===== config.mk =====
export PLATFORM = sky130hd
export DESIGN_NAME = fpaddsub_norm_shifter_flat
export DESIGN_NICKNAME = d
export VERILOG_FILES = /design/src/rtl/fpaddsub_pkg.sv /design/src/rtl/fpaddsub_norm_shifter_if.sv /design/src/rtl/fpaddsub_step_shifter.sv /design/src/rtl/fpaddsub_norm_shifter.sv /design/src/flat_wrapper.sv
export SDC_FILE = /design/constraint.sdc
export NUM_CORES = 1
export LEC_CHECK = 0
export ABC_CLOCK_PERIOD_IN_PS = 4300
export CAP_MARGIN = 40
export CORE_MARGIN = 4
export CORE_UTILIZATION = 45
export CTS_CLUSTER_DIAMETER = 30
export DETAILED_ROUTE_END_ITERATION = 12
export PLACE_DENSITY = 0.8
export SYNTH_ARGS = -nofsm -noshare
export SYNTH_HDL_FRONTEND = slang
export SYNTH_SLANG_ARGS = --single-unit

===== constraint.sdc =====
create_clock -name clk -period 4.3 [get_ports clk]
set_clock_uncertainty 0.15 [all_clocks]
set_input_delay 0.86 -clock clk [delete_from_list [all_inputs] [get_ports clk]]
set_output_delay 0.86 -clock clk [all_outputs]
set_load 0.02 [all_outputs]

===== src/rtl/fpaddsub_pkg.sv =====
// Shared widths, state encoding and constants for the FP add/sub normaliser.
package fpaddsub_pkg;
  localparam int MW           = 26;
  localparam int EW           = 8;
  localparam int CW           = 6;
  localparam int ALL_ZERO_CNT = 26;

  typedef enum logic [1:0] {
    IDLE  = 2'd0,
    SHIFT = 2'd1,
    HOLD  = 2'd2
  } norm_state_t;
endpackage


===== src/rtl/fpaddsub_norm_shifter_if.sv =====
// Operand/result handshake bundle between the mantissa stage, normaliser and rounder.
interface fpaddsub_norm_shifter_if;
  import fpaddsub_pkg::*;

  logic          in_valid;
  logic          in_ready;
  logic [MW-1:0] mant_in;
  logic [EW-1:0] exp_in;
  logic [CW-1:0] shift_in;
  logic          out_valid;
  logic          out_ready;
  logic [MW-1:0] mant_out;
  logic [EW-1:0] exp_out;
  logic          zero;
  logic          underflow;
  logic          busy;

  modport master (
    output in_valid, mant_in, exp_in, shift_in, out_ready,
    input  in_ready, out_valid, mant_out, exp_out, zero, underflow, busy
  );

  modport slave (
    input  in_valid, mant_in, exp_in, shift_in, out_ready,
    output in_ready, out_valid, mant_out, exp_out, zero, underflow, busy
  );
endinterface


===== src/rtl/fpaddsub_step_shifter.sv =====
// One normalisation step: left shift by min(rem, STEP), zero-fill; combinational.
// Returns the shifted mantissa and the remaining shift count.
module fpaddsub_step_shifter
  import fpaddsub_pkg::*;
#(
  parameter int STEP = 8
) (
  input  logic [MW-1:0] mant_in,
  input  logic [CW-1:0] rem_in,
  output logic [MW-1:0] mant_out,
  output logic [CW-1:0] rem_out
);
  localparam logic [CW-1:0] STEP_C = CW'(STEP);

  logic [CW-1:0] amt;

  always_comb begin
    amt      = (rem_in > STEP_C) ? STEP_C : rem_in;
    mant_out = mant_in << amt;
    rem_out  = rem_in - amt;
  end
endmodule


===== src/rtl/fpaddsub_norm_shifter.sv =====
// Sequential normaliser: 1 + ceil(eff/STEP) cycles from accept to result valid.
// Accepts only in IDLE; result held in HOLD until out_ready, no overlap between ops.
module fpaddsub_norm_shifter
  import fpaddsub_pkg::*;
#(
  parameter int STEP = 8
) (
  input logic                    clk,
  input logic                    rst_n,
  fpaddsub_norm_shifter_if.slave io
);
  norm_state_t   state_q, state_d;
  logic [MW-1:0] mant_q;
  logic [EW-1:0] exp_q;
  logic [CW-1:0] rem_q;
  logic          zero_q;
  logic          uflow_q;

  logic [MW-1:0] step_mant;
  logic [CW-1:0] step_rem;
  logic          all_zero;
  logic          under;
  logic [CW-1:0] eff;
  logic [EW-1:0] exp_adj;

  fpaddsub_step_shifter #(.STEP(STEP)) u_step (
    .mant_in  (mant_q),
    .rem_in   (rem_q),
    .mant_out (step_mant),
    .rem_out  (step_rem)
  );

  // Underflow limits the shift so the exponent lands at 0 (denormal) rather than wrapping.
  always_comb begin
    all_zero = io.shift_in >= CW'(ALL_ZERO_CNT);
    under    = EW'(io.shift_in) >= io.exp_in;
    eff      = io.shift_in;
    exp_adj  = io.exp_in - EW'(io.shift_in);
    if (under) begin
      eff     = (io.exp_in == '0) ? '0 : CW'(io.exp_in - EW'(1));
      exp_adj = '0;
    end
  end

  always_ff @(posedge clk) begin
    if (!rst_n) state_q <= IDLE;
    else        state_q <= state_d;
  end

  always_comb begin
    state_d = state_q;
    case (state_q)
      IDLE:    if (io.in_valid) state_d = (all_zero || eff == '0) ? HOLD : SHIFT;
      SHIFT:   if (step_rem == '0) state_d = HOLD;
      HOLD:    if (io.out_ready) state_d = IDLE;
      default: state_d = IDLE;
    endcase
  end

  always_ff @(posedge clk) begin
    if (!rst_n) begin
      mant_q  <= '0;
      exp_q   <= '0;
      rem_q   <= '0;
      zero_q  <= 1'b0;
      uflow_q <= 1'b0;
    end else begin
      case (state_q)
        IDLE: begin
          if (io.in_valid) begin
            if (all_zero) begin
              mant_q  <= '0;
              exp_q   <= '0;
              rem_q   <= '0;
              zero_q  <= 1'b1;
              uflow_q <= 1'b0;
            end else begin
              mant_q  <= io.mant_in;
              exp_q   <= exp_adj;
              rem_q   <= eff;
              zero_q  <= 1'b0;
              uflow_q <= under;
            end
          end
        end
        SHIFT: begin
          mant_q <= step_mant;
          rem_q  <= step_rem;
        end
        HOLD: begin
          if (io.out_ready) begin
            zero_q  <= 1'b0;
            uflow_q <= 1'b0;
          end
        end
        default: ;
      endcase
    end
  end

  assign io.in_ready  = (state_q == IDLE);
  assign io.out_valid = (state_q == HOLD);
  assign io.busy      = (state_q != IDLE);
  assign io.mant_out  = mant_q;
  assign io.exp_out   = exp_q;
  assign io.zero      = zero_q;
  assign io.underflow = uflow_q;
endmodule


===== src/flat_wrapper.sv =====
// flat-port wrapper written by rule: the top's interface ports become plain ports
module fpaddsub_norm_shifter_flat import fpaddsub_pkg::*;
#(
  parameter int STEP = 8
)
  (clk, rst_n, io_in_valid, io_mant_in, io_exp_in, io_shift_in, io_out_ready, io_in_ready, io_out_valid, io_mant_out, io_exp_out, io_zero, io_underflow, io_busy);
  fpaddsub_norm_shifter_if io_i ();
  input logic clk;
  input logic rst_n;
  input wire logic [$bits(io_i.in_valid)-1:0] io_in_valid;
  input wire logic [$bits(io_i.mant_in)-1:0] io_mant_in;
  input wire logic [$bits(io_i.exp_in)-1:0] io_exp_in;
  input wire logic [$bits(io_i.shift_in)-1:0] io_shift_in;
  input wire logic [$bits(io_i.out_ready)-1:0] io_out_ready;
  output wire logic [$bits(io_i.in_ready)-1:0] io_in_ready;
  output wire logic [$bits(io_i.out_valid)-1:0] io_out_valid;
  output wire logic [$bits(io_i.mant_out)-1:0] io_mant_out;
  output wire logic [$bits(io_i.exp_out)-1:0] io_exp_out;
  output wire logic [$bits(io_i.zero)-1:0] io_zero;
  output wire logic [$bits(io_i.underflow)-1:0] io_underflow;
  output wire logic [$bits(io_i.busy)-1:0] io_busy;
  assign io_i.in_valid = io_in_valid;
  assign io_i.mant_in = io_mant_in;
  assign io_i.exp_in = io_exp_in;
  assign io_i.shift_in = io_shift_in;
  assign io_i.out_ready = io_out_ready;
  assign io_in_ready = io_i.in_ready;
  assign io_out_valid = io_i.out_valid;
  assign io_mant_out = io_i.mant_out;
  assign io_exp_out = io_i.exp_out;
  assign io_zero = io_i.zero;
  assign io_underflow = io_i.underflow;
  assign io_busy = io_i.busy;
  fpaddsub_norm_shifter #(.STEP(STEP)) u_core (.clk(clk), .rst_n(rst_n), .io(io_i));
endmodule

* After elaboration in Yosys (flattened, before gate mapping)
Index checks and enable logic that the tools add are counted.
Word-level totals: register bits after elaboration 44, bits of input ports 44
Operators by class: add/sub/neg operators 3, magnitude comparators 3, eq/ne operators 5, shift-type cells 1, muxes and demuxes 23, reduce and logical (&&, ||, !) cells 12
Operators by type and width (number):
- 2-to-1 mux 26 bit | 2
- one-hot mux 26 bit (2 select lines) | 1
- 2-to-1 mux 6 bit | 5
- left shift 26 x 6 -> 26 bit | 1
- 2-to-1 mux 8 bit | 2
- logical NOT 6 bit | 2
- one-hot mux 6 bit (2 select lines) | 1
- greater-or-equal comparator 6 x 8 -> 1 bit | 1
- logical NOT 8 bit | 1
- 2-to-1 mux 2 bit | 4
- subtractor 8 x 6 -> 8 bit | 1
- greater-or-equal comparator 6 x 5 -> 1 bit, second input constant | 1
- greater-than comparator 6 x 4 -> 1 bit, second input constant | 1
- one-hot mux 2 bit (3 select lines) | 1
- AND reduction 3 bit | 2
- nonzero test 2 bit | 3
- subtractor 6 x 1 -> 6 bit, second input constant | 1
- subtractor 6 bit | 1
- 2-to-1 mux 1 bit | 5
- inequality test 2 bit, second input constant | 2
- one-hot mux 1 bit (2 select lines) | 2
- AND reduction 2 bit | 2
- == test 2 x 1 -> 1 bit, second input constant | 1
- == test 2 bit, second input constant | 1
- 3 further kinds | 3

* Depth between registers and ports, before layout
depth in word-level cells 8, gate-level depth with buffers 10

* Cells and area by module
From an unflattened synthesis, not the netlist that was laid out.
Second synthesis, totals: cells, all modules 512, area, all modules 3958.8 µm²
By module, submodules not included:
- fpaddsub_norm_shifter | instances 1, cells an instance 300, area an instance 2522.4 µm²
- fpaddsub_step_shifter | instances 1, cells an instance 212, area an instance 1436.4 µm²

* Least setup slack after synthesis
No wires, ideal clock.
path kind input to register, from in io_exp_in[0], to reg u_core.state_q[1], data arrival time 2.790 ns, required time 4.031 ns, setup slack 1.241 ns, stages on the path 10, cells stage by stage inv_1 > ha_1 > inv_1 > fa_1 > a21oi_1 > nor2_1 > o31ai_1 > and2_1 > o31ai_1 > o221a_2
Between the ends: word-level cells in the longest chain between the ends 8
Ends and longest elaborated chain:
- start, declared | line flat_wrapper.sv:12 | input wire logic [$bits(io_i.exp_in)-1:0] io_exp_in;
- subtractor 6 x 1 -> 6 bit or logical NOT 8 bit (tied branches) | line fpaddsub_norm_shifter.sv:40 | eff = (io.exp_in == '0) ? '0 : CW'(io.exp_in - EW'(1));
- 2-to-1 mux 6 bit | line fpaddsub_norm_shifter.sv:40
- 2-to-1 mux 6 bit (*) | line fpaddsub_norm_shifter.sv:39 | if (under) begin
- logical NOT 6 bit (*) | line fpaddsub_norm_shifter.sv:53 | IDLE: if (io.in_valid) state_d = (all_zero || eff == '0) ? HOLD : SHIFT;
- logical OR 1 bit (*) | line fpaddsub_norm_shifter.sv:53
- 2-to-1 mux 2 bit (*) (2 in a row) | line fpaddsub_norm_shifter.sv:53
- one-hot mux 2 bit (3 select lines) (*) | line fpaddsub_norm_shifter.sv:52 | case (state_q)
- end signal, assigned | line fpaddsub_norm_shifter.sv:47 | else state_q <= state_d;
- end, declared | line fpaddsub_norm_shifter.sv:12 | norm_state_t state_q, state_d;
Mark *: on every way between the ends. The rest lies on a longest branch, timed or not. The select of a mux whose other input is x is not followed. A chain may end at the register's enable or synchronous reset.

* Worst setup path in the final report
Same ends and word-level chain as after synthesis.

==> impl_metrics.csv <==
group,metric,value,unit
cts,root_buffer,"clkbuf_8",
synthesis,syn-num-nets,542,
worst_setup_path,setup.worst_path.start_class,"input port",
cells_and_area,layout_commonest_cell,"clkdlybuf4s50_1",
synthesis,synth.distinct_cells,62,
floorplanning,start_util,47.2,%
worst_setup_path,reg2reg_from,"u_core.rem_q[0]",
worst_setup_path,ff2ff_path_depth,7,
floorplanning,num_io_pins,83,
detailed_routing,routed_wl,12300,um
worst_setup_path,worstPathArrival,3.32,ns
synthesis,synth_fa_ha_area_share,3.23,%
sta,min_period_over_period,76.3,%
detailed_routing,drt_first_pass_iters,5,
min_path,min_path_type,"flip-flop to flip-flop",
job,cap_violations,0,
placement,place_inst,648,
synthesis,synth_flop_cell,"dfxtp_1",
power,vdd.ir_drop.worst,0.129,mV
synthesis,synth_xor_area_share,1.65,%
placement,portBuffers,82,
synthesis,yosys.area_share.simple,25.4,%
worst_setup_path,r2r_setup_slack,1.36,ns
worst_setup_path,end_kind,"flip-flop",
detailed_routing,ant_nets,0,
status,outcome,"finished clean",
sta,rsz0062_at_grt,"no",
floorplanning,chipWidth,98.9,um
worst_setup_path,cp_max_fo,5,
floorplanning,rows,32,
cts,cts_buffer_depth,2,
synthesis,netlist_area,3720,um2
global_routing,grt_pass1_wl,20200,um
sta,fmax,305,MHz
cells_and_area,utilization,59.3,%
worst_setup_path,worstPathRequired,4.34,ns
worst_setup_path,regToRegEndpoint,"u_core.io.mant_out[10]",
detailed_routing,vias_per_cell,6.38,
cells_and_area,layout_common_cells,"82 x clkdlybuf4s50_1, 65 x nand2_1, 44 x dfxtp_1",
floorplanning,die_y,98.9,um
global_routing,grt_pass1_vias,4136,
power,leakagePower,1.73,nW
global_routing,antenna_found_initial,0,
global_routing,grt_max_degree,24,
synthesis,async_flop_share,0,%
synthesis,ys_seq_area_share,23.7,%
synthesis,synth_cells,489,
sta,tns,0,ns
placement,place_hpwl,8940,um
synthesis,synth_edf_count,0,
sta,hold_viol,0,
floorplanning,dieArea,9790,um2
synthesis,synth_compound_area_share,27.7,%
detailed_routing,drc,0,
cts,postCtsHoldBufs,0,
detailed_routing,wire_per_inst,18.7,um
sta,tightest_slew,0.919,ns
synthesis,ys_ff_latch,44,
cells_and_area,area_delta_synth_final,25.8,%
detailed_routing,dr.first_iter.drc_count,333,
cts,clk_pin_slew,0.09,ns
sta,setup_viol,0,
power,p_per_area,274,nW/um2
floorplanning,core-area,7890,um2
cts,cts-resized-gates,0,
sta,drv_slew,0,
synthesis,synth_top_family_by_area,"compound AO/OA/AOI/OAI gates",
cts,cts_tree,"yes",
cells_and_area,layout.cells.non_filler,656,
placement,place.gp.congestion,0.945,
cts,cts_buffers,5,
worst_setup_path,endpoint,"u_core.state_q[1]",
cells_and_area,fin_nets,606,
detailed_routing,vias,4182,
cts,clock-sinks,44,
sta,maxSlewHeadroom,38.5,%
synthesis,ys_warn_count,0,
cells_and_area,antennaDiodeCount,0,
cts,htree_levels,2,
cts,cts_setup_buffers,0,
synthesis,synth.avg_cell_area,7.61,um2
worst_setup_path,crit_type,"input port to flip-flop",
global_routing,grt-ovfl-total,0,
worst_setup_path,startpoint,"io_exp_in[0]",
global_routing,track_usage,24.7,%
synthesis,muxShareOfSynthArea,11.5,%
cts,clkLatencyLatePin,0.30,ns
cells_and_area,layout-drive-gt1-share,8.66,%
sta,min_period,3.28,ns
==> where the power goes <==
group / internal [mW] / total [mW] / switching (mW)
Sequential: 0.442 / 0.505 / 0.0628
Combinational: 0.226 / 0.495 / 0.269
Clock: 0.130 / 0.280 / 0.150
==> critical path: stages <==
cell,delay (ns)
clkdlybuf4s50_1,0.49
inv_1,0.15
ha_1,0.18
inv_1,0.06
fa_1,0.39
a21oi_1,0.19
nor2_1,0.08
o31ai_1,0.22
buf_4,0.17
and2_1,0.19
o31ai_1,0.11
o221a_2,0.23
==> synth_stat cells, types with 5 or more instances <==
cell / instances / area [um2]
o31ai_1: 5 / 37.5
nor3_1: 10 / 50.1
nand2_1: 65 / 244
clkbuf_1: 22 / 82.6
nor2b_1: 18 / 113
a211oi_1: 9 / 67.6
and2_1: 9 / 56.3
buf_2: 12 / 60.1
dfxtp_1: 44 / 881
inv_1: 12 / 45.0
a22oi_1: 9 / 67.6
a21oi_1: 34 / 170
nand3_1: 36 / 180
mux2_2: 5 / 56.3
nor2_1: 30 / 113
a221oi_1: 5 / 43.8
ha_1: 8 / 100
o21ai_0: 28 / 140
a31oi_1: 26 / 163
mux2i_1: 20 / 200
==> layer usage <==
| layer | GRT usage [%] | wire (um) | up-vias |
|---|---|---|---|
| li1 | - | - | 1943 |
| met1 | 30.0 | 4880 | 1936 |
| met2 | 41.1 | 5780 | 260 |
| met3 | 6.51 | 1290 | 43 |
| met4 | 10.6 | 333 | 0 |
| met5 | 0 | 0 | - |
==> per-stage QoR <==
step	hold slack (ns)	total power, mW	worst slack (ns)	area (um2)
after global routing	0.354	1.34	0.801	4680
final	0.319	1.28	1.02	4680
after CTS	0.325	1.27	1.03	4680
after floorplan	0.389	0.800	1.24	3720
after global placement	0.308	0.988	0.760	4570
after detailed placement	0.314	0.997	0.720	4580
==> kinds of logic after synthesis <==
| family | count (synthesis) |
|---|---|
| and+or+nand+nor | 192 |
| AOI/OAI and AO/OA | 153 |
| buffers and inverters | 52 |
| DFF | 44 |
| muxes | 32 |
| adders and majority gates | 9 |
| xor gates and xnor gates | 7 |
==> sequential cells by signal, indices dropped and copies added, names as in the netlist <==
register / flops
u_core.io.mant_out: 26
u_core.io.exp_out: 8
u_core.rem_q: 6
u_core.state_q: 2
u_core.io.underflow: 1
u_core.io.zero: 1
==> worst min path at each step <==
stage | startpoint | to | slack (ns) | cells past startpoint
2_1_floorplan | u_core.io.exp_out[5] | u_core.io.exp_out[5] | 0.39 | 2
3_3_place_gp | u_core.io.exp_out[5] | u_core.io.exp_out[5] | 0.31 | 2
3_5_place_dp | u_core.io.exp_out[5] | u_core.io.exp_out[5] | 0.31 | 2
4_1_cts | u_core.io.exp_out[5] | u_core.io.exp_out[5] | 0.33 | 2
5_1_grt | u_core.io.exp_out[7] | u_core.io.exp_out[7] | 0.35 | 2
6_report | u_core.io.exp_out[5] | u_core.io.exp_out[5] | 0.32 | 2
==> layout make-up <==
class                           count  area [um2]
Clock buffer                        6        82.6
Clock inverter                      2        15.0
Fill cell                         721        3210
Inverter                           13        48.8
Multi-Input combinational cell    393        2590
Sequential cell                    44         881
Tap cell                          102         128
Timing Repair Buffer               96         933
Power figures use the tool's default switching activity.
